File: src/rtl/clint_ctrl_if.sv
// Bundle between the trap controller and the decode stage, CSR file and fetch.
// master = the trap controller; slave = the pipeline/CSR side.
interface clint_ctrl_if;
  logic        I_inst_valid;
  logic        I_inst_ecall;
  logic        I_inst_ebreak;
  logic        I_inst_mret;
  logic [31:0] I_inst_addr;
  logic        I_int_flag;
  logic [31:0] I_csr_mtvec;
  logic [31:0] I_csr_mepc;
  logic [31:0] I_csr_mstatus;
  logic        I_global_int_en;
  logic        O_we;
  logic [11:0] O_waddr;
  logic [31:0] O_wdata;
  logic        O_hold_flag;
  logic        O_int_assert;
  logic [31:0] O_int_addr;

  modport master (
    input  I_inst_valid, I_inst_ecall, I_inst_ebreak, I_inst_mret, I_inst_addr,
    input  I_int_flag, I_csr_mtvec, I_csr_mepc, I_csr_mstatus, I_global_int_en,
    output O_we, O_waddr, O_wdata, O_hold_flag, O_int_assert, O_int_addr
  );

  modport slave (
    output I_inst_valid, I_inst_ecall, I_inst_ebreak, I_inst_mret, I_inst_addr,
    output I_int_flag, I_csr_mtvec, I_csr_mepc, I_csr_mstatus, I_global_int_en,
    input  O_we, O_waddr, O_wdata, O_hold_flag, O_int_assert, O_int_addr
  );
endinterface

File: src/rtl/clint_ctrl.sv
// Core-local trap controller: saves mepc/mcause/mstatus on a trap, restores
// mstatus on mret, stalls the pipeline meanwhile and redirects fetch.
module clint_ctrl (
  input  logic         clk,
  input  logic         rst,
  clint_ctrl_if.master bus,
  output logic [2:0]   O_dbg_state
);
  // Handshake: no valid/ready; a trigger is consumed in the IDLE cycle it is
  // seen, and O_hold_flag stalls decode until the sequence finishes.

  localparam logic [11:0] CSR_MSTATUS = 12'h300;
  localparam logic [11:0] CSR_MEPC    = 12'h341;
  localparam logic [11:0] CSR_MCAUSE  = 12'h342;

  localparam logic [31:0] CAUSE_ECALL  = 32'd11;
  localparam logic [31:0] CAUSE_EBREAK = 32'd3;
  localparam logic [31:0] CAUSE_IRQ    = 32'h8000_000B;

  typedef enum logic [2:0] {
    IDLE            = 3'd0,
    SAVE_MEPC       = 3'd1,
    SAVE_MCAUSE     = 3'd2,
    SAVE_MSTATUS    = 3'd3,
    JUMP_TRAP       = 3'd4,
    RESTORE_MSTATUS = 3'd5,
    JUMP_RET        = 3'd6
  } state_e;

  state_e      state_q, state_d;
  logic [31:0] epc_q, epc_d;
  logic [31:0] cause_q, cause_d;

  logic        exc_trig, mret_trig, irq_trig, any_trig;
  logic        we;
  logic [11:0] waddr;
  logic [31:0] wdata;
  logic        hold;
  logic        int_assert;
  logic [31:0] int_addr;

  always_comb begin
    exc_trig  = bus.I_inst_valid & (bus.I_inst_ecall | bus.I_inst_ebreak);
    mret_trig = bus.I_inst_valid & bus.I_inst_mret;
    irq_trig  = bus.I_int_flag & bus.I_global_int_en;
    any_trig  = exc_trig | mret_trig | irq_trig;
  end

  always_ff @(posedge clk) begin
    if (rst) begin
      state_q <= IDLE;
      epc_q   <= '0;
      cause_q <= '0;
    end else begin
      state_q <= state_d;
      epc_q   <= epc_d;
      cause_q <= cause_d;
    end
  end

  always_comb begin
    state_d    = state_q;
    epc_d      = epc_q;
    cause_d    = cause_q;
    we         = 1'b0;
    waddr      = '0;
    wdata      = '0;
    hold       = 1'b1;
    int_assert = 1'b0;
    int_addr   = '0;

    case (state_q)
      IDLE: begin
        hold = any_trig;
        if (exc_trig) begin
          state_d = SAVE_MEPC;
          epc_d   = bus.I_inst_addr;
          cause_d = bus.I_inst_ecall ? CAUSE_ECALL : CAUSE_EBREAK;
        end else if (mret_trig) begin
          state_d = RESTORE_MSTATUS;
        end else if (irq_trig) begin
          // Interrupt resumes at the decode instruction, which has not run yet.
          state_d = SAVE_MEPC;
          epc_d   = bus.I_inst_addr;
          cause_d = CAUSE_IRQ;
        end
      end
      SAVE_MEPC: begin
        we      = 1'b1;
        waddr   = CSR_MEPC;
        wdata   = epc_q;
        state_d = SAVE_MCAUSE;
      end
      SAVE_MCAUSE: begin
        we      = 1'b1;
        waddr   = CSR_MCAUSE;
        wdata   = cause_q;
        state_d = SAVE_MSTATUS;
      end
      SAVE_MSTATUS: begin
        we       = 1'b1;
        waddr    = CSR_MSTATUS;
        wdata    = bus.I_csr_mstatus;
        wdata[7] = bus.I_csr_mstatus[3];
        wdata[3] = 1'b0;
        state_d  = JUMP_TRAP;
      end
      JUMP_TRAP: begin
        int_assert = 1'b1;
        int_addr   = bus.I_csr_mtvec & ~32'h3;
        state_d    = IDLE;
      end
      RESTORE_MSTATUS: begin
        we       = 1'b1;
        waddr    = CSR_MSTATUS;
        wdata    = bus.I_csr_mstatus;
        wdata[3] = bus.I_csr_mstatus[7];
        wdata[7] = 1'b1;
        state_d  = JUMP_RET;
      end
      JUMP_RET: begin
        int_assert = 1'b1;
        int_addr   = bus.I_csr_mepc;
        state_d    = IDLE;
      end
      default: begin
        hold    = 1'b0;
        state_d = IDLE;
      end
    endcase

    // Reset silences every output in its own cycle so an abandoned sequence
    // can neither write a CSR nor redirect fetch.
    if (rst) begin
      we         = 1'b0;
      waddr      = '0;
      wdata      = '0;
      hold       = 1'b0;
      int_assert = 1'b0;
      int_addr   = '0;
    end
  end

  assign bus.O_we         = we;
  assign bus.O_waddr      = waddr;
  assign bus.O_wdata      = wdata;
  assign bus.O_hold_flag  = hold;
  assign bus.O_int_assert = int_assert;
  assign bus.O_int_addr   = int_addr;
  assign O_dbg_state      = state_q;
endmodule

File: src/flat_wrapper.sv
// flat-port wrapper written by rule: the top's interface ports become plain ports
module clint_ctrl_flat 
  (clk, rst, O_dbg_state, bus_I_inst_valid, bus_I_inst_ecall, bus_I_inst_ebreak, bus_I_inst_mret, bus_I_inst_addr, bus_I_int_flag, bus_I_csr_mtvec, bus_I_csr_mepc, bus_I_csr_mstatus, bus_I_global_int_en, bus_O_we, bus_O_waddr, bus_O_wdata, bus_O_hold_flag, bus_O_int_assert, bus_O_int_addr);
  clint_ctrl_if bus_i ();
  input  logic clk;
  input  logic rst;
  output logic [2:0] O_dbg_state;
  input wire logic [$bits(bus_i.I_inst_valid)-1:0] bus_I_inst_valid;
  input wire logic [$bits(bus_i.I_inst_ecall)-1:0] bus_I_inst_ecall;
  input wire logic [$bits(bus_i.I_inst_ebreak)-1:0] bus_I_inst_ebreak;
  input wire logic [$bits(bus_i.I_inst_mret)-1:0] bus_I_inst_mret;
  input wire logic [$bits(bus_i.I_inst_addr)-1:0] bus_I_inst_addr;
  input wire logic [$bits(bus_i.I_int_flag)-1:0] bus_I_int_flag;
  input wire logic [$bits(bus_i.I_csr_mtvec)-1:0] bus_I_csr_mtvec;
  input wire logic [$bits(bus_i.I_csr_mepc)-1:0] bus_I_csr_mepc;
  input wire logic [$bits(bus_i.I_csr_mstatus)-1:0] bus_I_csr_mstatus;
  input wire logic [$bits(bus_i.I_global_int_en)-1:0] bus_I_global_int_en;
  output wire logic [$bits(bus_i.O_we)-1:0] bus_O_we;
  output wire logic [$bits(bus_i.O_waddr)-1:0] bus_O_waddr;
  output wire logic [$bits(bus_i.O_wdata)-1:0] bus_O_wdata;
  output wire logic [$bits(bus_i.O_hold_flag)-1:0] bus_O_hold_flag;
  output wire logic [$bits(bus_i.O_int_assert)-1:0] bus_O_int_assert;
  output wire logic [$bits(bus_i.O_int_addr)-1:0] bus_O_int_addr;
  assign bus_i.I_inst_valid = bus_I_inst_valid;
  assign bus_i.I_inst_ecall = bus_I_inst_ecall;
  assign bus_i.I_inst_ebreak = bus_I_inst_ebreak;
  assign bus_i.I_inst_mret = bus_I_inst_mret;
  assign bus_i.I_inst_addr = bus_I_inst_addr;
  assign bus_i.I_int_flag = bus_I_int_flag;
  assign bus_i.I_csr_mtvec = bus_I_csr_mtvec;
  assign bus_i.I_csr_mepc = bus_I_csr_mepc;
  assign bus_i.I_csr_mstatus = bus_I_csr_mstatus;
  assign bus_i.I_global_int_en = bus_I_global_int_en;
  assign bus_O_we = bus_i.O_we;
  assign bus_O_waddr = bus_i.O_waddr;
  assign bus_O_wdata = bus_i.O_wdata;
  assign bus_O_hold_flag = bus_i.O_hold_flag;
  assign bus_O_int_assert = bus_i.O_int_assert;
  assign bus_O_int_addr = bus_i.O_int_addr;
  clint_ctrl u_core (.clk(clk), .rst(rst), .bus(bus_i), .O_dbg_state(O_dbg_state));
endmodule
File: config.mk
export PLATFORM = sky130hd
export DESIGN_NAME = clint_ctrl_flat
export DESIGN_NICKNAME = d
export VERILOG_FILES = /design/src/rtl/clint_ctrl_if.sv /design/src/rtl/clint_ctrl.sv /design/src/flat_wrapper.sv
export SDC_FILE = /design/constraint.sdc
export NUM_CORES = 1
export LEC_CHECK = 0
export CORE_ASPECT_RATIO = 0.7
export CORE_MARGIN = 1
export CORE_UTILIZATION = 31
export CTS_CLUSTER_SIZE = 14
export DETAILED_ROUTE_END_ITERATION = 10
export PLACE_DENSITY_LB_ADDON = 0.12
export RECOVER_POWER = 50
export SLEW_MARGIN = 40
export SYNTH_ARGS = -nofsm -noshare
export SYNTH_HDL_FRONTEND = slang
export SYNTH_SLANG_ARGS = --single-unit
File: constraint.sdc
create_clock -name clk -period 1.34 [get_ports clk]
set_input_delay 0.201 -clock clk [delete_from_list [all_inputs] [get_ports clk]]
set_output_delay 0.201 -clock clk [all_outputs]
set_load 0.05 [all_outputs]
; Yosys cells after proc, flatten, opt, wreduce, memory -nomap -nowiden
; Cells that the tools add are included.
[word_totals]
in_bits = 136
register_bits = 67
[op_classes]
n_reduce_logical = 7
bitwise = 6
eq_ne = 8
n_mux = 23
[op_table]
columns = op, count
row1 = $mux W32, 8
row2 = $pmux W32 S4, 1
row3 = $pmux W32 S2, 1
row4 = $pmux W10 S3, 1
row5 = $pmux W3 S5, 1
row6 = $mux W10, 1
row7 = $eq A3 B3 Y1 const B, 3
row8 = $mux W3, 3
row9 = $eq A3 B2 Y1 const B, 2
row10 = $reduce_or A6 Y1, 1
row11 = $mux W1, 5
row12 = $mux W4, 1
row13 = $ne A4 B1 Y1 const B, 1
row14 = $reduce_or A2 Y1, 2
row15 = $reduce_or A4 Y1, 1
row16 = $and A1 B1 Y1, 3
row17 = $eq A3 B1 Y1 const B, 1
row18 = $logic_not A3 Y1, 1
row19 = $or A1 B1 Y1, 3
row20 = $reduce_and A3 Y1, 1
row21 = $ne A2 B1 Y1 const B, 1
row22 = $pmux W1 S2, 1
row23 = $reduce_bool A2 Y1, 1

; Logic depth before layout (Yosys ltp)
; Gate-level depths: netlist of the first run.
[depth]
depth_word = 6
ltp_mapped = 6
depth_no_buf = 3

; Least setup slack after synthesis of the first run
; No wires, ideal clock.
[synth_timing]
path_type = register to output
startpoint = register u_core.state_q[1] (netlist: u_core.O_dbg_state[1])
endpoint = output bus_O_waddr[1]
path_buffers = 2
setup_slack_ns = -1.481
stages_incl_launch_ff = 5
arrival_time_ns = 2.620
path_cell_list = dfxtp_1 -> buf_6 -> buf_2 -> inv_1 -> nor4_1
[synth_via]
elab_chain_len = 4
[synth_rtl]
columns = item, line_no
row1 = start: declaration, clint_ctrl.sv:30  ; state_e state_q, state_d;
row2 = start signal: assignment, clint_ctrl.sv:55  ; state_q <= state_d;
row3 = $eq A3 B2 Y1 / $eq A3 B3 Y1 (equally long branches), clint_ctrl.sv:72  ; case (state_q)
row4 = $reduce_or A2 Y1 (no line), n/a
row5 = $pmux W10 S3 (*), clint_ctrl.sv:72
row6 = $mux W10 (*), clint_ctrl.sv:134  ; if (rst) begin
row7 = end: declaration, flat_wrapper.sv:19  ; output wire logic [$bits(bus_i.O_waddr)-1:0] bus_O_waddr;
; Mark *: on every way between the ends. The rest lies on a longest branch, timed or not.

; Final worst setup path of the first run
[layout_timing]
startpoint = register u_core.state_q[0] (netlist: u_core.O_dbg_state[0])
endpoint = output bus_O_int_addr[14]
[layout_via]
elab_chain_len = 3
[layout_rtl]
columns = item, line_no
row1 = $eq A3 B3 Y1, clint_ctrl.sv:72
row2 = $pmux W32 S2 (*), clint_ctrl.sv:72
row3 = $mux W32 (*), clint_ctrl.sv:134
row4 = end: declaration, flat_wrapper.sv:23  ; output wire logic [$bits(bus_i.O_int_addr)-1:0] bus_O_int_addr;
; Marks and branches as above.

==> out/summary.txt, run 1 <==
die footprint = 9550 um2
drt pass-1 iters = 4
crit path DAT = 1.70 ns
number of core rows = 28
worst slack at placement = -0.518 ns
fillers = 481
crit start category = register
Avg Cell Area, Syn = 7.97 um2
Die Ht = 82.1 um
final worst setup slack = -0.564 ns
Synth area leader = dfxtp_1
Hold Slack = 0.476 ns
Yosys reg bits = 38
Worst Hold Class = register to register
Root Buffer = clkbuf_16
CP Max Fanout = 7
CP required = 1.14 ns
max-cap viol count = 0
HPWL Detailed = 9180 um
largest net degree at the start of global routing = 44
status = complete, but fails checks
worst skew pair latency = 0.28 ns
CORE AREA = 8650 um2
nets = 720
PwrDens = 696 nW/um2
# diodes = 0
Initial DRC Count = 145
CP Class = register to primary output
final hold vios = 0
via/cell ratio = 5.23
clock sinks = 38
Peak VDD IR = 0.603 mV
Hold Path End = u_core.epc_q[7]$_SDFFE_PP0P_
Synth async-reset ratio = 0%
register area share after synthesis = 26.8%
Final Cell Area = 7150 um2
final core occ = 82.6%
clk_skew = 0.00834 ns
Post-Synthesis Cells = 356
Tcrit/Tclk final = 142%
post-route ant nets = 0
Tot GR Track Use = 27.0%
vias in the first global route = 3757
r2r endpoint = u_core.epc_q[1]$_SDFFE_PP0P_
RSZ-0062 raised after global routing = true
min-delay src = u_core.epc_q[7]$_SDFFE_PP0P_
final slew viol count = 0
starting density of the core = 32.8%
area of the multi-input gates = 2580 um2
Post-DP Area = 6450 um2
Yosys warnings = 0
reg2reg start = u_core.O_dbg_state[2]$_SDFFE_PP0P_
H-tree levels = 2
Clock transition at path regs = 0.06 ns
Worst Reg-to-Reg Cells = 6
Post-synth top cells = 64 x nand2b_1, 61 x nor2_1, 38 x dfxtp_1
failing checks = negative setup slack
first-pass GRT wire length = 19500 um
ys flop type = dfxtp_1
Final Critical Period = 1.90 ns
layout cells sized above 1 = 42.7%
initial antenna violation count = 1
Synth top area share = 26.8%
DR vias = 3684
FMAX = 525 MHz
Final setup viols = 110
Hold Path Depth = 2
Syn Std Cell Area = 2840 um2
chip width = 116 um
Remaining DRCs = 0
PortBufs = 208
synthesis-to-finish area growth = 152%
crit path from = u_core.O_dbg_state[0]$_SDFFE_PP0P_
Setup crit end kind = primary output
CTS max path bufs = 2
top cells by area, synth = dfxtp_1 27%, nand2b_1 14%, mux2i_1 11%
count leader, synth = nand2b_1
total grt overflow = 0
Distinct cells, synth = 41
Worst R2R Setup Slack = -0.51 ns
Post-synth EDFFs = 0
I/O pin count = 218
Routed WL per cell = 19.7 um
total CTS buffers = 5
Leakage = 2.48 nW
DRT Wirelength = 13900 um
gpl congestion = 0.713
CTS tree = yes
Reg area = 772 um2
hold_buf cts = 0
## routing by layer
| layer | vias up | track usage, % | wire [um] |
|---|---|---|---|
| met5 | - | 0 | 11 |
| met4 | 2 | 8.97 | 356 |
| met3 | 32 | 5.90 | 762 |
| met2 | 140 | 46.9 | 7150 |
| met1 | 1784 | 33.1 | 5590 |
| li1 | 1726 | - | - |
## sequential cells by signal, indices dropped and copies added, names as in the netlist
register	flops
u_core.O_dbg_state	3
u_core.cause_q	3
u_core.epc_q	32
## stage by stage
| step | power (mW) | cells | setup TNS [ns] |
|---|---|---|---|
| 2_1_floorplan | 2.57 | 362 | -30.73 |
| 3_3_place_gp | 3.38 | 675 | -25.92 |
| 3_5_place_dp | 3.44 | 675 | -30.14 |
| 4_1_cts | 4.87 | 703 | -46.64 |
| 5_1_grt | 5.14 | 705 | -56.55 |
| 6_report | 4.97 | 705 | -51.09 |
## where the power goes
| group | leakage [nW] | total [mW] | switching, mW | internal, mW |
|---|---|---|---|---|
| clock | 0.0683 | 1.14 | 0.457 | 0.680 |
| sequential | 0.314 | 1.35 | 0.103 | 1.25 |
| combinational | 2.10 | 2.48 | 1.22 | 1.26 |
## area by class of cell
type,count,area share [%]
repair buffers,265,48.9
clock buffers,6,1.80
multi-input cells,271,36.0
clock inverters,2,0.123
flip-flops and latches,38,10.8
well taps,120,2.10
inverters,3,0.210
## layout by cell type, fill, tap and decap left out, drive strengths merged, types with 2 or more instances in the layout
cell type and instances:
nand2b 64, inv 2, dfxtp 38, nand3b 2
a22oi 31, mux2i 32, clkinv 2, nor4bb 2
o21ai 3, and3b 4, clkbuf 8, nor2 61
clkdlybuf4s50 132, a32oi 27, mux2 2, o21a 2
buf 131, nor3b 3, a21oi 7, nor3 2
nand3 3, nand2 2, a31oi 3, conb 7
## what timing repair did
item                                    CTS  global route
buffers inserted                         14             3
gates resized for setup                  52            27
pin swaps                                13            18
cloned                                    6             2
endpoints found under the setup margin  108           112
## critical path, stage by stage, from the launching register on
cell and delay (ns):
dfxtp_4 0.37, buf_6 0.12, nor3b_4 0.22, buf_6 0.16
clkbuf_16 0.16, a22oi_1 0.12, nor2_4 0.13, buf_12 0.14
## logic make-up (layout without fill, tap and decap cells)
group | count (synthesis) | count (layout) | synth area share (%)
simple gates | 150 | 150 | 28.3
other cells | 1 | 7 | 0.132
compound gates | 78 | 78 | 21.2
flops | 38 | 38 | 26.8
xor+xnor | 2 | 2 | 0.617
buf+inv | 53 | 276 | 10.8
mux | 34 | 34 | 12.1
## worst max path at each step
stage,end,slack [ns],cells after the start
global placement,bus_O_hold_flag,-0.42,5
floorplan,bus_O_waddr[8],-0.47,5
detailed placement,u_core.epc_q[6]$_SDFFE_PP0P_,-0.52,5
finish,bus_O_int_addr[14],-0.56,7
CTS,bus_O_int_addr[11],-0.51,7
global route,bus_O_int_addr[7],-0.61,6
(Power assumes the default switching activity.)
==> run 2, diff against run 1 <==
--- a/config.mk
+++ b/config.mk
@@ -8,6 +8,7 @@
 export CORE_ASPECT_RATIO = 0.7
 export CORE_MARGIN = 1
 export CORE_UTILIZATION = 31
+export CTS_BUF_LIST = sky130_fd_sc_hd__clkbuf_4 sky130_fd_sc_hd__clkbuf_8 sky130_fd_sc_hd__clkbuf_16
 export CTS_CLUSTER_SIZE = 14
 export DETAILED_ROUTE_END_ITERATION = 10
 export PLACE_DENSITY_LB_ADDON = 0.12
==> out/summary.txt, run 2 (same netlist as run 1, synthesis figures left out) <==
Final Cell Area = 7320 um2
CTS max path bufs = 2
Net Sw Power = 1.89 mW
initial antenna violation count = 0
reg2reg start = u_core.O_dbg_state[0]$_SDFFE_PP0P_
total CTS buffers = 5
CP max stage delay = 0.37 ns
max FFs per register = 32
PortBufs = 208
critical path's slowest cell = dfxtp_4
Worst Hold Class = register to register
largest net degree at the start of global routing = 44
Hold Path Depth = 2
Hold Path End = u_core.epc_q[13]$_SDFFE_PP0P_
CP Max Fanout = 32
final worst setup slack = -0.634 ns
Remaining DRCs = 0
r2r endpoint = u_core.epc_q[7]$_SDFFE_PP0P_
synthesis-to-finish area growth = 158%
CTS tree = yes
Die Ht = 82.1 um
CORE AREA = 8650 um2
nets = 729
Initial DRC Count = 158
number of core rows = 28
final hold vios = 0
Post-DP Area = 6450 um2
RSZ-0062 raised after global routing = true
Clock transition at path regs = 0.06 ns
PwrDens = 709 nW/um2
first-pass GRT wire length = 19500 um
commonest non-fill, non-tap cell in the layout = clkdlybuf4s50_1
Most common cell on crit path = buf_12
final slew viol count = 0
min-delay src = u_core.epc_q[13]$_SDFFE_PP0P_
Tot GR Track Use = 27.1%
drt pass-1 iters = 4
Int Pwr = 3.30 mW
# diodes = 0
Routed WL per cell = 21.8 um
Seq pwr share = 26.2%
starting density of the core = 32.8%
critical path cell sequence = buf_4 -> and3b_1 -> buf_12 -> a22oi_1 -> nor2_4 -> buf_12
die footprint = 9550 um2
max-cap viol count = 0
total grt overflow = 0
crit path DAT = 1.77 ns
post-route ant nets = 0
Hold Slack = 0.482 ns
I/O pin count = 218
most frequent cells in the layout = 132 x clkdlybuf4s50_1, 81 x buf_12, 64 x nand2b_1
gpl congestion = 0.713
CP required = 1.14 ns
via/cell ratio = 5.40
Tcrit/Tclk final = 147%
FMAX = 507 MHz
crit start category = register
Logic pwr share = 51.0%
layout cells sized above 1 = 44.8%
failing checks = negative setup slack
Peak VDD IR = 0.566 mV
Setup crit end kind = primary output
clock sinks = 38
switching share of total power = 36.3%
# placed instances = 675
status = complete, but fails checks
Final setup viols = 112
HPWL Detailed = 9180 um
worst skew pair latency = 0.29 ns
fillers = 441
final std cells w/o fill = 714
clk_skew = 0.0112 ns
largest register by flop count = u_core.epc_q
Worst R2R Setup Slack = -0.58 ns
vias in the first global route = 3757
CP Class = register to primary output
Root Buffer = clkbuf_16
DRT Wirelength = 15600 um
Leakage = 2.57 nW
clock share of power = 22.7%
H-tree levels = 2
Final Critical Period = 1.97 ns
DR vias = 3854
Worst Reg-to-Reg Cells = 6
chip width = 116 um
## run 2: changes by cell type in the layout (fill, tap and decap cells not counted), moves of 2 or more
cell,change
buf_4,+4
buf_12,+4
buf_8,+2
a22oi_1,-5
a22oi_2,+5
## run 2: worst max-delay path by stage
| stage | start | endpoint | slack (ns) | depth (start not counted) |
|---|---|---|---|---|
| 2_1_floorplan | u_core.O_dbg_state[1]$_SDFFE_PP0P_ | bus_O_waddr[8] | -0.47 | 5 |
| 3_3_place_gp | bus_I_inst_ecall | bus_O_hold_flag | -0.42 | 5 |
| 3_5_place_dp | bus_I_inst_valid | u_core.epc_q[6]$_SDFFE_PP0P_ | -0.52 | 5 |
| 4_1_cts | u_core.O_dbg_state[0]$_SDFFE_PP0P_ | bus_O_int_addr[11] | -0.51 | 7 |
| 5_1_grt | u_core.O_dbg_state[1]$_SDFFE_PP0P_ | bus_O_wdata[0] | -0.66 | 5 |
| 6_report | u_core.O_dbg_state[0]$_SDFFE_PP0P_ | bus_O_int_addr[8] | -0.63 | 6 |
## run 2: worst max-delay path: cells and delay by family, from the launching register on
kind	cells	cell delay, ns
compound gates	1	0.16
buf+inv	3	0.54
flops	1	0.37
simple gates	2	0.42
## run 2: power groups by stage
stage          clock, mW  combinational, mW  sequential, mW
2_1_floorplan          0               1.22            1.35
3_3_place_gp           0               2.03            1.35
3_5_place_dp           0               2.08            1.35
4_1_cts             1.15               2.40            1.34
5_1_grt             1.23               2.73            1.37
6_report            1.18               2.65            1.36
## run 2: timing repair
| item | CTS | global route |
|---|---|---|
| gates cloned | 6 | 4 |
| gates resized for setup | 52 | 42 |
| hold buffers | 0 | 0 |
| pin swaps | 13 | 35 |
| setup endpoints to repair | 108 | 112 |
| buffers inserted | 14 | 10 |
## run 2: final cells by class
cell class / instances / area [um2] / area share [%]
timing repair buffer: 274 / 3630 / 49.6
inverter: 3 / 20.0 / 0.273
multi-input combinational: 271 / 2610 / 35.6
tap: 120 / 150 / 2.05
sequential: 38 / 772 / 10.5
clock inverter: 2 / 8.76 / 0.120
clock buffer: 6 / 133 / 1.81
## run 2: metrics by stage
step / setup WS, ns / TNS (ns) / utilization [%] / power [mW]
floorplan: -0.468 / -30.73 / - / 2.57
global placement: -0.425 / -25.92 / 74.6 / 3.38
detailed placement: -0.518 / -30.14 / 74.6 / 3.44
CTS: -0.509 / -46.64 / 81.4 / 4.89
global route: -0.662 / -58.92 / 84.6 / 5.34
finish: -0.634 / -55.15 / 84.6 / 5.19
## run 2: metal layers
metal	GRT usage, %	part of all wire, %	vias to the layer above	routed length (um)
li1	-	-	1735	-
met1	34.0	40	1912	6190
met2	47.0	53	169	8200
met3	5.09	4.9	38	763
met4	8.08	2.7	0	419
met5	0	0	-	0
